===== src/rtl/seven_seg_scan_controller_if.sv =====
// Producer-side load bus for the seven-segment scan controller.
// The producer (master) drives value/dp/load/blank_lz; the controller (slave) reports pending/frame_tick.
interface seven_seg_scan_controller_if;
    logic [15:0] value_in;
    logic [3:0]  dp_in;
    logic        load;
    logic        blank_lz;
    logic        pending;
    logic        frame_tick;

    modport master (
        output value_in, dp_in, load, blank_lz,
        input  pending, frame_tick
    );

    modport slave (
        input  value_in, dp_in, load, blank_lz,
        output pending, frame_tick
    );
endinterface


===== src/rtl/seven_seg_scan_controller.sv =====
// Four-digit multiplexed seven-segment scanner with shadow-register loading,
// frame-boundary commit, dead-time anti-ghosting and leading-zero blanking.
module seven_seg_scan_controller #(
    parameter int REFRESH_DIV = 100000,
    parameter int DEAD_CYCLES = 1000
) (
    input  logic                         clock_100Mhz,
    input  logic                         reset,
    seven_seg_scan_controller_if.slave   bus,
    output logic [3:0]                   Anode_Activate,
    output logic [6:0]                   LED_out,
    output logic                         dp_out
);

    localparam int SLOT_W = $clog2(REFRESH_DIV);
    localparam logic [SLOT_W-1:0] SLOT_LAST = SLOT_W'(REFRESH_DIV - 1);
    localparam logic [SLOT_W-1:0] DEAD_END  = SLOT_W'(DEAD_CYCLES);

    logic [SLOT_W-1:0] slot_q, slot_d;
    logic [1:0]        digit_q, digit_d;
    logic [15:0]       shadow_q, shadow_d;
    logic [3:0]        shadow_dp_q, shadow_dp_d;
    logic [15:0]       disp_q, disp_d;
    logic [3:0]        disp_dp_q, disp_dp_d;
    logic              pending_q, pending_d;
    logic [3:0]        anode_q, anode_d;
    logic [6:0]        led_q, led_d;
    logic              dpo_q, dpo_d;
    logic              slot_wrap;
    logic              commit;
    logic [3:0]        nib;
    logic              lz_blank;

    function automatic logic [6:0] bcd_to_seg(input logic [3:0] d);
        logic [6:0] s;
        case (d)
            4'd0:    s = 7'b0000001;
            4'd1:    s = 7'b1001111;
            4'd2:    s = 7'b0010010;
            4'd3:    s = 7'b0000110;
            4'd4:    s = 7'b1001100;
            4'd5:    s = 7'b0100100;
            4'd6:    s = 7'b0100000;
            4'd7:    s = 7'b0001111;
            4'd8:    s = 7'b0000000;
            4'd9:    s = 7'b0000100;
            default: s = 7'b1111110;
        endcase
        return s;
    endfunction

    assign slot_wrap = (slot_q == SLOT_LAST);
    assign commit    = slot_wrap && (digit_q == 2'd3);

    // Scan position and load/commit handshake
    always_comb begin
        slot_d      = slot_q + SLOT_W'(1);
        digit_d     = digit_q;
        if (slot_wrap) begin
            slot_d  = '0;
            digit_d = digit_q + 2'd1;
        end

        shadow_d    = shadow_q;
        shadow_dp_d = shadow_dp_q;
        pending_d   = pending_q;
        disp_d      = disp_q;
        disp_dp_d   = disp_dp_q;

        // Commit sees the pre-edge shadow, so a load on the commit cycle lands next frame.
        if (commit) begin
            pending_d = 1'b0;
            if (pending_q) begin
                disp_d    = shadow_q;
                disp_dp_d = shadow_dp_q;
            end
        end
        if (bus.load) begin
            shadow_d    = bus.value_in;
            shadow_dp_d = bus.dp_in;
            pending_d   = 1'b1;
        end
    end

    // Digit select, decode and blanking feeding the output registers
    always_comb begin
        case (digit_q)
            2'd0:    begin nib = disp_q[3:0];   lz_blank = 1'b0;                 end
            2'd1:    begin nib = disp_q[7:4];   lz_blank = (disp_q[15:4]  == '0); end
            2'd2:    begin nib = disp_q[11:8];  lz_blank = (disp_q[15:8]  == '0); end
            default: begin nib = disp_q[15:12]; lz_blank = (disp_q[15:12] == '0); end
        endcase

        anode_d = 4'b1111;
        led_d   = 7'b1111111;
        dpo_d   = 1'b1;
        if (!(slot_q < DEAD_END)) begin
            anode_d[digit_q] = 1'b0;
            led_d            = (bus.blank_lz && lz_blank) ? 7'b1111111 : bcd_to_seg(nib);
            dpo_d            = ~disp_dp_q[digit_q];
        end
    end

    always_ff @(posedge clock_100Mhz or posedge reset) begin
        if (reset) begin
            slot_q      <= '0;
            digit_q     <= '0;
            shadow_q    <= '0;
            shadow_dp_q <= '0;
            disp_q      <= '0;
            disp_dp_q   <= '0;
            pending_q   <= 1'b0;
            anode_q     <= 4'b1111;
            led_q       <= 7'b1111111;
            dpo_q       <= 1'b1;
        end else begin
            slot_q      <= slot_d;
            digit_q     <= digit_d;
            shadow_q    <= shadow_d;
            shadow_dp_q <= shadow_dp_d;
            disp_q      <= disp_d;
            disp_dp_q   <= disp_dp_d;
            pending_q   <= pending_d;
            anode_q     <= anode_d;
            led_q       <= led_d;
            dpo_q       <= dpo_d;
        end
    end

    assign bus.pending     = pending_q;
    assign bus.frame_tick  = commit;
    assign Anode_Activate  = anode_q;
    assign LED_out         = led_q;
    assign dp_out          = dpo_q;

endmodule


===== src/flat_wrapper.sv =====
// flat-port wrapper written by rule: the top's interface ports become plain ports
module seven_seg_scan_controller_flat 
#(
    parameter int REFRESH_DIV = 100000,
    parameter int DEAD_CYCLES = 1000
)
  (clock_100Mhz, reset, Anode_Activate, LED_out, dp_out, bus_value_in, bus_dp_in, bus_load, bus_blank_lz, bus_pending, bus_frame_tick);
  seven_seg_scan_controller_if bus_i ();
  input  logic clock_100Mhz;
  input  logic reset;
  output logic [3:0] Anode_Activate;
  output logic [6:0] LED_out;
  output logic dp_out;
  input wire logic [$bits(bus_i.value_in)-1:0] bus_value_in;
  input wire logic [$bits(bus_i.dp_in)-1:0] bus_dp_in;
  input wire logic [$bits(bus_i.load)-1:0] bus_load;
  input wire logic [$bits(bus_i.blank_lz)-1:0] bus_blank_lz;
  output wire logic [$bits(bus_i.pending)-1:0] bus_pending;
  output wire logic [$bits(bus_i.frame_tick)-1:0] bus_frame_tick;
  assign bus_i.value_in = bus_value_in;
  assign bus_i.dp_in = bus_dp_in;
  assign bus_i.load = bus_load;
  assign bus_i.blank_lz = bus_blank_lz;
  assign bus_pending = bus_i.pending;
  assign bus_frame_tick = bus_i.frame_tick;
  seven_seg_scan_controller #(.REFRESH_DIV(REFRESH_DIV), .DEAD_CYCLES(DEAD_CYCLES)) u_core (.clock_100Mhz(clock_100Mhz), .reset(reset), .bus(bus_i), .Anode_Activate(Anode_Activate), .LED_out(LED_out), .dp_out(dp_out));
endmodule

===== config.mk =====
export PLATFORM = sky130hd
export DESIGN_NAME = seven_seg_scan_controller_flat
export DESIGN_NICKNAME = d
export VERILOG_FILES = /design/src/rtl/seven_seg_scan_controller_if.sv /design/src/rtl/seven_seg_scan_controller.sv /design/src/flat_wrapper.sv
export SDC_FILE = /design/constraint.sdc
export NUM_CORES = 1
export LEC_CHECK = 0
export CORE_ASPECT_RATIO = 1.75
export CORE_UTILIZATION = 45
export DETAILED_ROUTE_END_ITERATION = 10
export DONT_BUFFER_PORTS = 1
export GPL_ROUTABILITY_DRIVEN = 0
export HOLD_SLACK_MARGIN = 0.03
export PLACE_DENSITY = 0.69
export SYNTH_ARGS = -nofsm -noshare
export SYNTH_HDL_FRONTEND = slang
export SYNTH_SLANG_ARGS = --single-unit
export TNS_END_PERCENT = 10

===== constraint.sdc =====
create_clock -name clock_100Mhz -period 2 [get_ports clock_100Mhz]
set_input_delay 0.2 -clock clock_100Mhz [delete_from_list [all_inputs] [get_ports clock_100Mhz]]
set_output_delay 0.2 -clock clock_100Mhz [all_outputs]
set_load 0.02 [all_outputs]

Yosys cells after proc, flatten, opt, wreduce, memory -nomap -nowiden
Memory sizes are Yosys's and may differ from the RTL's.
Cells that the tools add are included.
{"block": "op_classes", "n_eq_ne": 4, "magnitude_cmp": 3, "n_reduce_logical": 9, "n_addsub": 2, "n_bitwise": 2, "n_mux": 13}
{"cell": "$add 17x1->17 const B", "n": 1}
{"cell": "$eq 17x17->1 const B", "n": 1}
{"cell": "$lt 17x10->1 const B", "n": 1}
{"cell": "$mux 17", "n": 1}
{"cell": "$mux 7", "n": 2}
{"cell": "$logic_not 12->1", "n": 1}
{"cell": "$pmux 4 s3", "n": 1}
{"cell": "$logic_not 8->1", "n": 1}
{"cell": "$mux 1", "n": 5}
{"cell": "$eq 2x2->1 const B", "n": 2}
{"cell": "$logic_not 4->1", "n": 1}
{"cell": "$mux 4", "n": 1}
{"cell": "$not 4->4", "n": 1}
{"cell": "$logic_and 1x1->1", "n": 3}
{"cell": "$lt 2x3->1 const B", "n": 1}
{"cell": "$pmux 1 s3", "n": 1}
{"cell": "$add 2x1->2 const B", "n": 1}
{"cell": "$bmux 1 s2", "n": 1}
{"cell": "$demux 1 s2", "n": 1}
{"cell": "$eq 2x1->1 const B", "n": 1}
{"cell": "$ge 2x1->1 const B", "n": 1}
{"cell": "$logic_not 2->1", "n": 1}
{"cell": "$reduce_and 2->1", "n": 1}
{"cell": "$reduce_bool 2->1", "n": 1}
{"cell": "$not 1->1", "n": 1}
{"block": "totals", "out_inout_bits": 14, "n_memories": 1, "input_bits": 24, "regBits": 72, "word_cells": 44, "mem_bits_ro": 112}
{"name": "(name not given)", "words": 16, "word_bits": 7, "read_ports": 1, "rd_clocked_by_memory_dff": 0, "wr": 0, "line_no": "seven_seg_scan_controller.sv:36", "text": "case (d)"}

Depth between registers and ports, before layout
Gate-level depths: netlist (run 1).
{"block": "logic_depth", "depth_word": 6, "depth_mapped": 10, "depth_no_buf": 10}

Least setup slack after synthesis (run 1)
OpenSTA, ideal clock, no wires.
{"block": "synth_path", "path_type": "register -> register", "startpoint": "register u_core.digit_q[0]", "endpoint": "register u_core.led_q[3] (netlist: u_core.LED_out[3])", "stages_incl_launch_ff": 10, "setup_slack_ns": -0.038, "path_buffers": 0, "t_required_ns": 1.921, "t_arrival_ns": 1.959, "path_cell_list": "dfrtp_1 -> inv_1 -> ha_1 -> a222oi_1 -> mux2i_1 -> ha_1 -> inv_1 -> a211oi_1 -> a211oi_1 -> o21ai_0"}
{"block": "synth_between", "elab_chain_cells": 5, "elab_cells_between_ends": 9, "cone_classes": "eq/ne (2); mux (4); reduce/logical (2); memory (1)"}
{"element": "from (decl)", "line_no": "seven_seg_scan_controller.sv:20", "text": "logic [1:0] digit_q, digit_d;"}
{"element": "from (signal assigned)", "line_no": "seven_seg_scan_controller.sv:118", "text": "digit_q <= digit_d;"}
{"element": "$eq 2x2->1 (tied with other cells)", "line_no": "seven_seg_scan_controller.sv:87", "text": "case (digit_q)"}
{"element": "$pmux 4 s3 / $pmux 1 s3 (equally long branches)", "line_no": "seven_seg_scan_controller.sv:87"}
{"element": "$mem_v2 16x7 / $logic_and 1x1->1 (equally long branches)"}
{"element": "$mux 7 *", "line_no": "seven_seg_scan_controller.sv:99", "text": "led_d = (bus.blank_lz && lz_blank) ? 7'b1111111 : bcd_to_seg(nib);"}
{"element": "$mux 7 *", "line_no": "seven_seg_scan_controller.sv:97", "text": "if (!(slot_q < DEAD_END)) begin"}
{"element": "named net u_core.led_d[3]", "line_no": "seven_seg_scan_controller.sv:27", "text": "logic [6:0] led_q, led_d;"}
{"element": "to (signal assigned)", "line_no": "seven_seg_scan_controller.sv:125", "text": "led_q <= led_d;"}
{"element": "to (decl)", "line_no": "seven_seg_scan_controller.sv:27"}
The timed path passes the listed nets; every way through them passes the cells marked *.
A chain may end at the register's enable or synchronous reset.

Worst setup path in the final report (run 1)
Same ends and word-level chain as after synthesis.

==> results of run 1 <==
-- flip-flops by register name, summed over array words and instances (netlist names) --
signal                 cells
u_core.disp_q             16
u_core.dp_out              1
u_core.disp_dp_q           4
u_core.shadow_dp_q         4
u_core.digit_q             2
u_core.shadow_q           16
u_core.Anode_Activate      4
u_core.LED_out             7
u_core.slot_q             17
u_core.bus.pending         1
-- critical path: cells and delay by family (launching register included) --
family	cells	cell delay, ns
buffers and inverters	2	0.15
AO/OA/AOI/OAI	4	0.81
flip-flops	1	0.41
adder cells (fa/ha/maj)	2	0.50
multiplexers	1	0.16
-- area by class of cell --
cell class	instances	area, um2
fillers	569	2920
flip-flops and latches	72	1820
multi-input cells	165	1510
repair buffers	50	459
clock buffers	9	225
well taps	86	108
clock inverters	7	95.1
inverters	11	45.0
-- synth_stat cells (4+ instances only) --
cell type  count  area share
dfrtp_1       60        0.45
mux2_2        20       0.067
mux2_4        20       0.090
dfstp_2       12       0.094
nand2_1       12       0.013
ha_1          11       0.041
inv_1         11       0.012
xnor2_1       11       0.029
nand3_1       10       0.015
o21ai_0       10       0.015
a21oi_1        9       0.013
a211oi_1       8       0.018
nor2_1         8      0.0090
nor4_1         5      0.0094
clkbuf_1       4      0.0045
-- logic make-up (layout without fill, tap and decap cells) --
family,Yosys count,count (layout),synth area share
simple gates,60,60,0.105
mux,43,43,0.170
fa+ha+maj,11,11,0.0412
xor+xnor,14,14,0.0367
flops,72,72,0.544
compound gates,37,37,0.0727
buf+inv,18,77,0.0304
-- worst paths after layout --
| path | start | to | slack, ns |
|---|---|---|---|
| worst max register to register | u_core.digit_q[0] | u_core.LED_out[3] | -0.11 |
| max in group asynchronous | reset | u_core.dp_out | 0.89 |
| min in group asynchronous | reset | u_core.shadow_q[8] | 0.43 |
| worst min register to register | u_core.shadow_q[7] | u_core.disp_q[7] | 0.50 |
| worst min-delay path | bus_blank_lz | u_core.LED_out[3] | 0.24 |
| worst max-delay path | u_core.digit_q[0] | u_core.LED_out[3] | -0.11 |
-- metrics by stage --
stage                util  setup slack, ns  cell area [um2]
finish              0.593           -0.112             4260
global route        0.593           -0.261             4260
CTS                 0.582          -0.0431             4180
detailed placement  0.502          -0.0914             3600
global placement    0.502          -0.0502             3600
floorplan               -          0.00548             3350
-- power by group through the flow --
| stage | Clock, W | Combinational (W) | Sequential [W] |
|---|---|---|---|
| 6_report | 0.00171 | 0.000124 | 0.00153 |
| 2_1_floorplan | 0 | 0.0000715 | 0.00154 |
| 3_5_place_dp | 0 | 0.0000826 | 0.00155 |
| 5_1_grt | 0.00180 | 0.000138 | 0.00153 |
| 4_1_cts | 0.00173 | 0.000127 | 0.00153 |
| 3_3_place_gp | 0 | 0.0000792 | 0.00155 |
-- timing repair --
item                       CTS  global route
hold buffers                22             0
buffers inserted             1             3
resized for setup            9            18
hold endpoints to repair    40             0
setup endpoints to repair    7            28
pin swaps                    3            14
-- routing by layer --
layer | share of wire | global-route usage | routed length (um) | vias to the layer above
met5 | 0 | 0 | 0 | -
met4 | 0.030 | 0.104 | 211 | 0
met3 | 0.035 | 0.0620 | 249 | 17
met2 | 0.58 | 0.377 | 4150 | 35
met1 | 0.35 | 0.193 | 2510 | 1096
li1 | - | - | - | 1036
==> flow_metrics.py, run 1 <==
metrics = {
    "global_routing": {
        "grt_max_degree": 44,
        "grt_pass1_wl_mm": 11.2,
        "grt_remaining_overflow": 0,
        "grt_pass1_vias": 2297,
        "antenna_found_initial": 0,
        "grt_usage": 0.203,
    },
    "sta": {
        "rsz0062_at_grt": "true",
        "finalHoldViolCount": 0,
        "slew_headroom": 0.286,
        "holdWs_ns": 0.245,
        "fmax_mhz": 473,
        "setup_viol": 5,
        "setup_tns_ns": -0.312,
        "finalCritPeriodShare": 1.06,
        "tightest_slew_ns": 1.07,
        "finClkSkew_ns": 0.00559,
        "drv_slew": 0,
        "timing.final.ws_setup_ns": -0.112,
        "period_minus_slack_ns": 2.11,
    },
    "cells_and_area": {
        "stdcell_count": 400,
        "antenna_cells": 0,
        "nNetsFinal": 344,
        "area_delta_synth_final_pct": 27.6,
        "most-common-layout-cells": "dfrtp_1, buf_4, dlygate4sd3_1, mux2_4, mux2_2",
        "drive_above_1_share": 0.404,
        "mostFrequentLayoutCell": "dfrtp_1",
    },
    "floorplanning": {
        "fp.coreArea_mm2": 0.00718,
        "start_util": 0.465,
        "fp.dieArea_mm2": 0.00778,
        "die_x_um": 67.1,
        "io_pins": 38,
        "rows": 41,
        "dieHeight_um": 116,
    },
    "synthesis": {
        "async_flop_share": 1.00,
        "synth_top_flop_cell": "dfrtp_1",
        "synth_nets": 290,
        "ys_seq_elements": 72,
        "synth_edf_count": 0,
        "avgSynthCellArea_um2": 13.1,
        "ys_warn_count": 0,
        "netlist_area_mm2": 0.00334,
        "synth_seq_area_share": 0.544,
        "syn_inst": 255,
        "ys_types": 43,
    },
    "clock_tree": {
        "numCtsBuffers": 9,
        "htreeDepth": 3,
        "cts_sinks": 72,
        "clock_latency_ns": 0.34,
        "cts_tree": "done",
        "root_buffer": "clkbuf_16",
        "clockBufferDepth": 2,
        "clk_pin_slew_ns": 0.06,
    },
    "route": {
        "dr.pass1.iters": 4,
        "drc": 0,
        "via_count": 2184,
        "routed_wl_mm": 7.11,
        "drtIter0Drc": 102,
        "antenna_left": 0,
        "wl_per_cell_um": 17.8,
        "viasPerCell": 5.46,
    },
    "power": {
        "p_sw_frac": 0.207,
        "p_leak_nw": 1.85,
        "power.switching_w": 0.000694,
        "fin_total_pwr_w": 0.00336,
        "ir_drop_mv": 0.463,
        "clkPwrFrac": 0.509,
        "powerDensity_mw_per_mm2": 788,
        "seqPwrFrac": 0.455,
        "combPwrFrac": 0.037,
        "intPower_w": 0.00266,
    },
    "setup_path": {
        "worstPathRequired_ns": 2.26,
        "end_kind": "flop",
        "cp_slowest_cell": "a222oi_1",
        "critical_path_class": "flop to flop",
        "critPathLaunchType": "flop",
        "reg2reg_depth": 9,
        "path_max_fanout": 4,
        "worstPathArrival_ns": 2.37,
        "crit_chain": "inv_2 -> ha_4 -> a222oi_1 -> mux2i_4 -> ha_1 -> inv_2 -> a211oi_1 -> a211oi_1 -> o21ai_1",
        "slowest_delay_ns": 0.45,
    },
    "placement": {
        "dp_cells": 358,
        "hpwl_mm": 4.92,
        "port_buffers": 0,
    },
    "run_status": {
        "violations": "setup timing",
        "status": "finished, violations left",
    },
    "hold_path": {
        "hold_path_class": "primary input to flop",
        "min_path_cells": 3,
    },
    "flow_run": {
        "cap_viol_max_count": 0,
    },
}
Power figures use the tool's default switching activity.
==> run 2: changes to the inputs <==
CTS_CLUSTER_DIAMETER = 100   (was not set)
==> results of run 2 <==
Final layout, timing and power as in run 1 (identical DEF).
==> run 3: changes to the inputs <==
CORE_ASPECT_RATIO = not set   (was 1.75)
==> flow_metrics.py, run 3 (synthesis results as in run 1) <==
metrics = {
    "floorplanning": {
        "fp.coreArea_mm2": 0.00721,
        "dieHeight_um": 88.1,
        "die_x_um": 88.1,
        "rows": 31,
        "io_pins": 38,
        "start_util": 0.463,
        "fp.dieArea_mm2": 0.00777,
    },
    "cells_and_area": {
        "largest_register_ffs": 17,
        "regArea_mm2": 0.00182,
        "nFillCells": 617,
        "multiInputGateArea_mm2": 0.00147,
        "drive_above_1_share": 0.364,
        "area_delta_synth_final_pct": 23.0,
        "nNetsFinal": 343,
        "reg_top3": "u_core.slot_q x17, u_core.disp_q x16, u_core.shadow_q x16",
        "mostFrequentLayoutCell": "dfrtp_1",
        "antenna_cells": 0,
        "max_flop_register": "u_core.slot_q",
        "most-common-layout-cells": "dfrtp_1, buf_4, dlygate4sd3_1, mux2_4, mux2_2",
    },
    "global_routing": {
        "grt_pass1_vias": 2120,
        "grt_pass1_wl_mm": 10.2,
        "grt_usage": 0.178,
        "antenna_found_initial": 0,
        "grt_remaining_overflow": 0,
        "grt_max_degree": 73,
    },
    "sta": {
        "timing.final.ws_setup_ns": -0.104,
        "tightest_slew_ns": 0.978,
        "slew_headroom": 0.346,
        "period_minus_slack_ns": 2.10,
        "drv_slew": 0,
        "finClkSkew_ns": 0.0140,
        "setup_tns_ns": -0.199,
        "finalHoldViolCount": 0,
        "finalCritPeriodShare": 1.05,
        "rsz0062_at_grt": "true",
        "fmax_mhz": 475,
        "setup_viol": 8,
    },
    "clock_tree": {
        "cts_tree": "done",
        "clockBufferDepth": 2,
        "clk_pin_slew_ns": 0.08,
        "root_buffer": "clkbuf_8",
        "numCtsBuffers": 9,
        "cts_sinks": 72,
        "htreeDepth": 3,
        "clock_latency_ns": 0.34,
    },
    "setup_path": {
        "critPathLaunchType": "flop",
        "end_kind": "flop",
        "critical_path_class": "flop to flop",
        "worstPathArrival_ns": 2.38,
        "path_max_fanout": 4,
        "worstPathRequired_ns": 2.27,
    },
    "power": {
        "ir_drop_mv": 0.552,
        "powerDensity_mw_per_mm2": 697,
        "p_leak_nw": 1.79,
    },
    "route": {
        "viasPerCell": 5.12,
        "via_count": 2108,
        "wl_per_cell_um": 14.8,
        "antenna_left": 0,
        "routed_wl_mm": 6.11,
        "dr.pass1.iters": 4,
        "drtIter0Drc": 104,
        "drc": 0,
    },
    "flow_run": {
        "cap_viol_max_count": 0,
    },
    "placement": {
        "hpwl_mm": 4.10,
        "port_buffers": 0,
        "pre_cts_slack_ns": -0.0402,
    },
    "run_status": {
        "status": "finished, violations left",
        "violations": "setup timing",
    },
    "hold_path": {
        "hold_path_class": "primary input to flop",
    },
}
==> run 3: cell count changes in the layout (fill, tap and decap cells not counted), sizes merged <==
| cell | change |
|---|---|
| clkbuf | +3 |
| inv | -1 |
| buf | -1 |
| clkinvlp | -1 |
| clkinv | -1 |
==> run 3: repair_timing <==
item	4_1_cts	5_1_grt
resized for setup	7	10
pin swaps	6	1
setup buffers	2	4
hold buffers	22	0
setup endpoints to repair	25	28
hold endpoints to repair	81	0
==> run 3: critical path: stages, from the launching register on <==
cell	delay, ns
dfrtp_2	0.45
inv_2	0.10
ha_1	0.22
a222oi_1	0.09
mux2i_1	0.29
buf_4	0.17
ha_1	0.12
inv_1	0.03
a211oi_1	0.21
o21ba_2	0.19
o21ai_0	0.14
==> run 3: path summary, 6_finish.rpt <==
kind                                    startpoint  slack, ns                end  cells after the start
worst max register to register   u_core.digit_q[1]      -0.10  u_core.LED_out[0]                     10
worst min register to register  u_core.shadow_q[8]       0.50   u_core.disp_q[8]                      1
worst min-delay path                  bus_blank_lz       0.26  u_core.LED_out[6]                      3
max in group asynchronous                    reset       1.24      u_core.dp_out                      3
min in group asynchronous                    reset       0.44  u_core.slot_q[12]                      3
worst max-delay path             u_core.digit_q[1]      -0.10  u_core.LED_out[0]                     10
==> run 3: layer usage <==
layer  GRT usage  part of all wire
met1       0.225              0.47
met2       0.284              0.46
met3      0.0396             0.037
met4      0.0968             0.023
met5           0                 0
==> run 3: through the flow <==
stage	total power, W	hold WS, ns	area (um2)	utilization	instances
floorplan	0.00161	0.352	3350	-	255
global placement	0.00162	0.209	3600	0.499	368
detailed placement	0.00163	0.210	3600	0.499	368
CTS	0.00289	0.241	4050	0.562	408
global route	0.00296	0.276	4110	0.569	412
finish	0.00286	0.256	4110	0.569	412
==> run 3: cell type report <==
| class | count | area share |
|---|---|---|
| sequential | 72 | 0.443 |
| multi-input combinational | 165 | 0.357 |
| tap | 99 | 0.0302 |
| timing repair buffer | 49 | 0.109 |
| clock buffer | 12 | 0.0329 |
| inverter | 11 | 0.0110 |
| clock inverter | 4 | 0.0171 |
==> run 3: power by group <==
| part | switching (W) | internal [W] |
|---|---|---|
| clock network | 0.000525 | 0.000700 |
| logic | 0.0000498 | 0.0000705 |
| registers | 0.0000205 | 0.00150 |
| total | 0.000595 | 0.00227 |
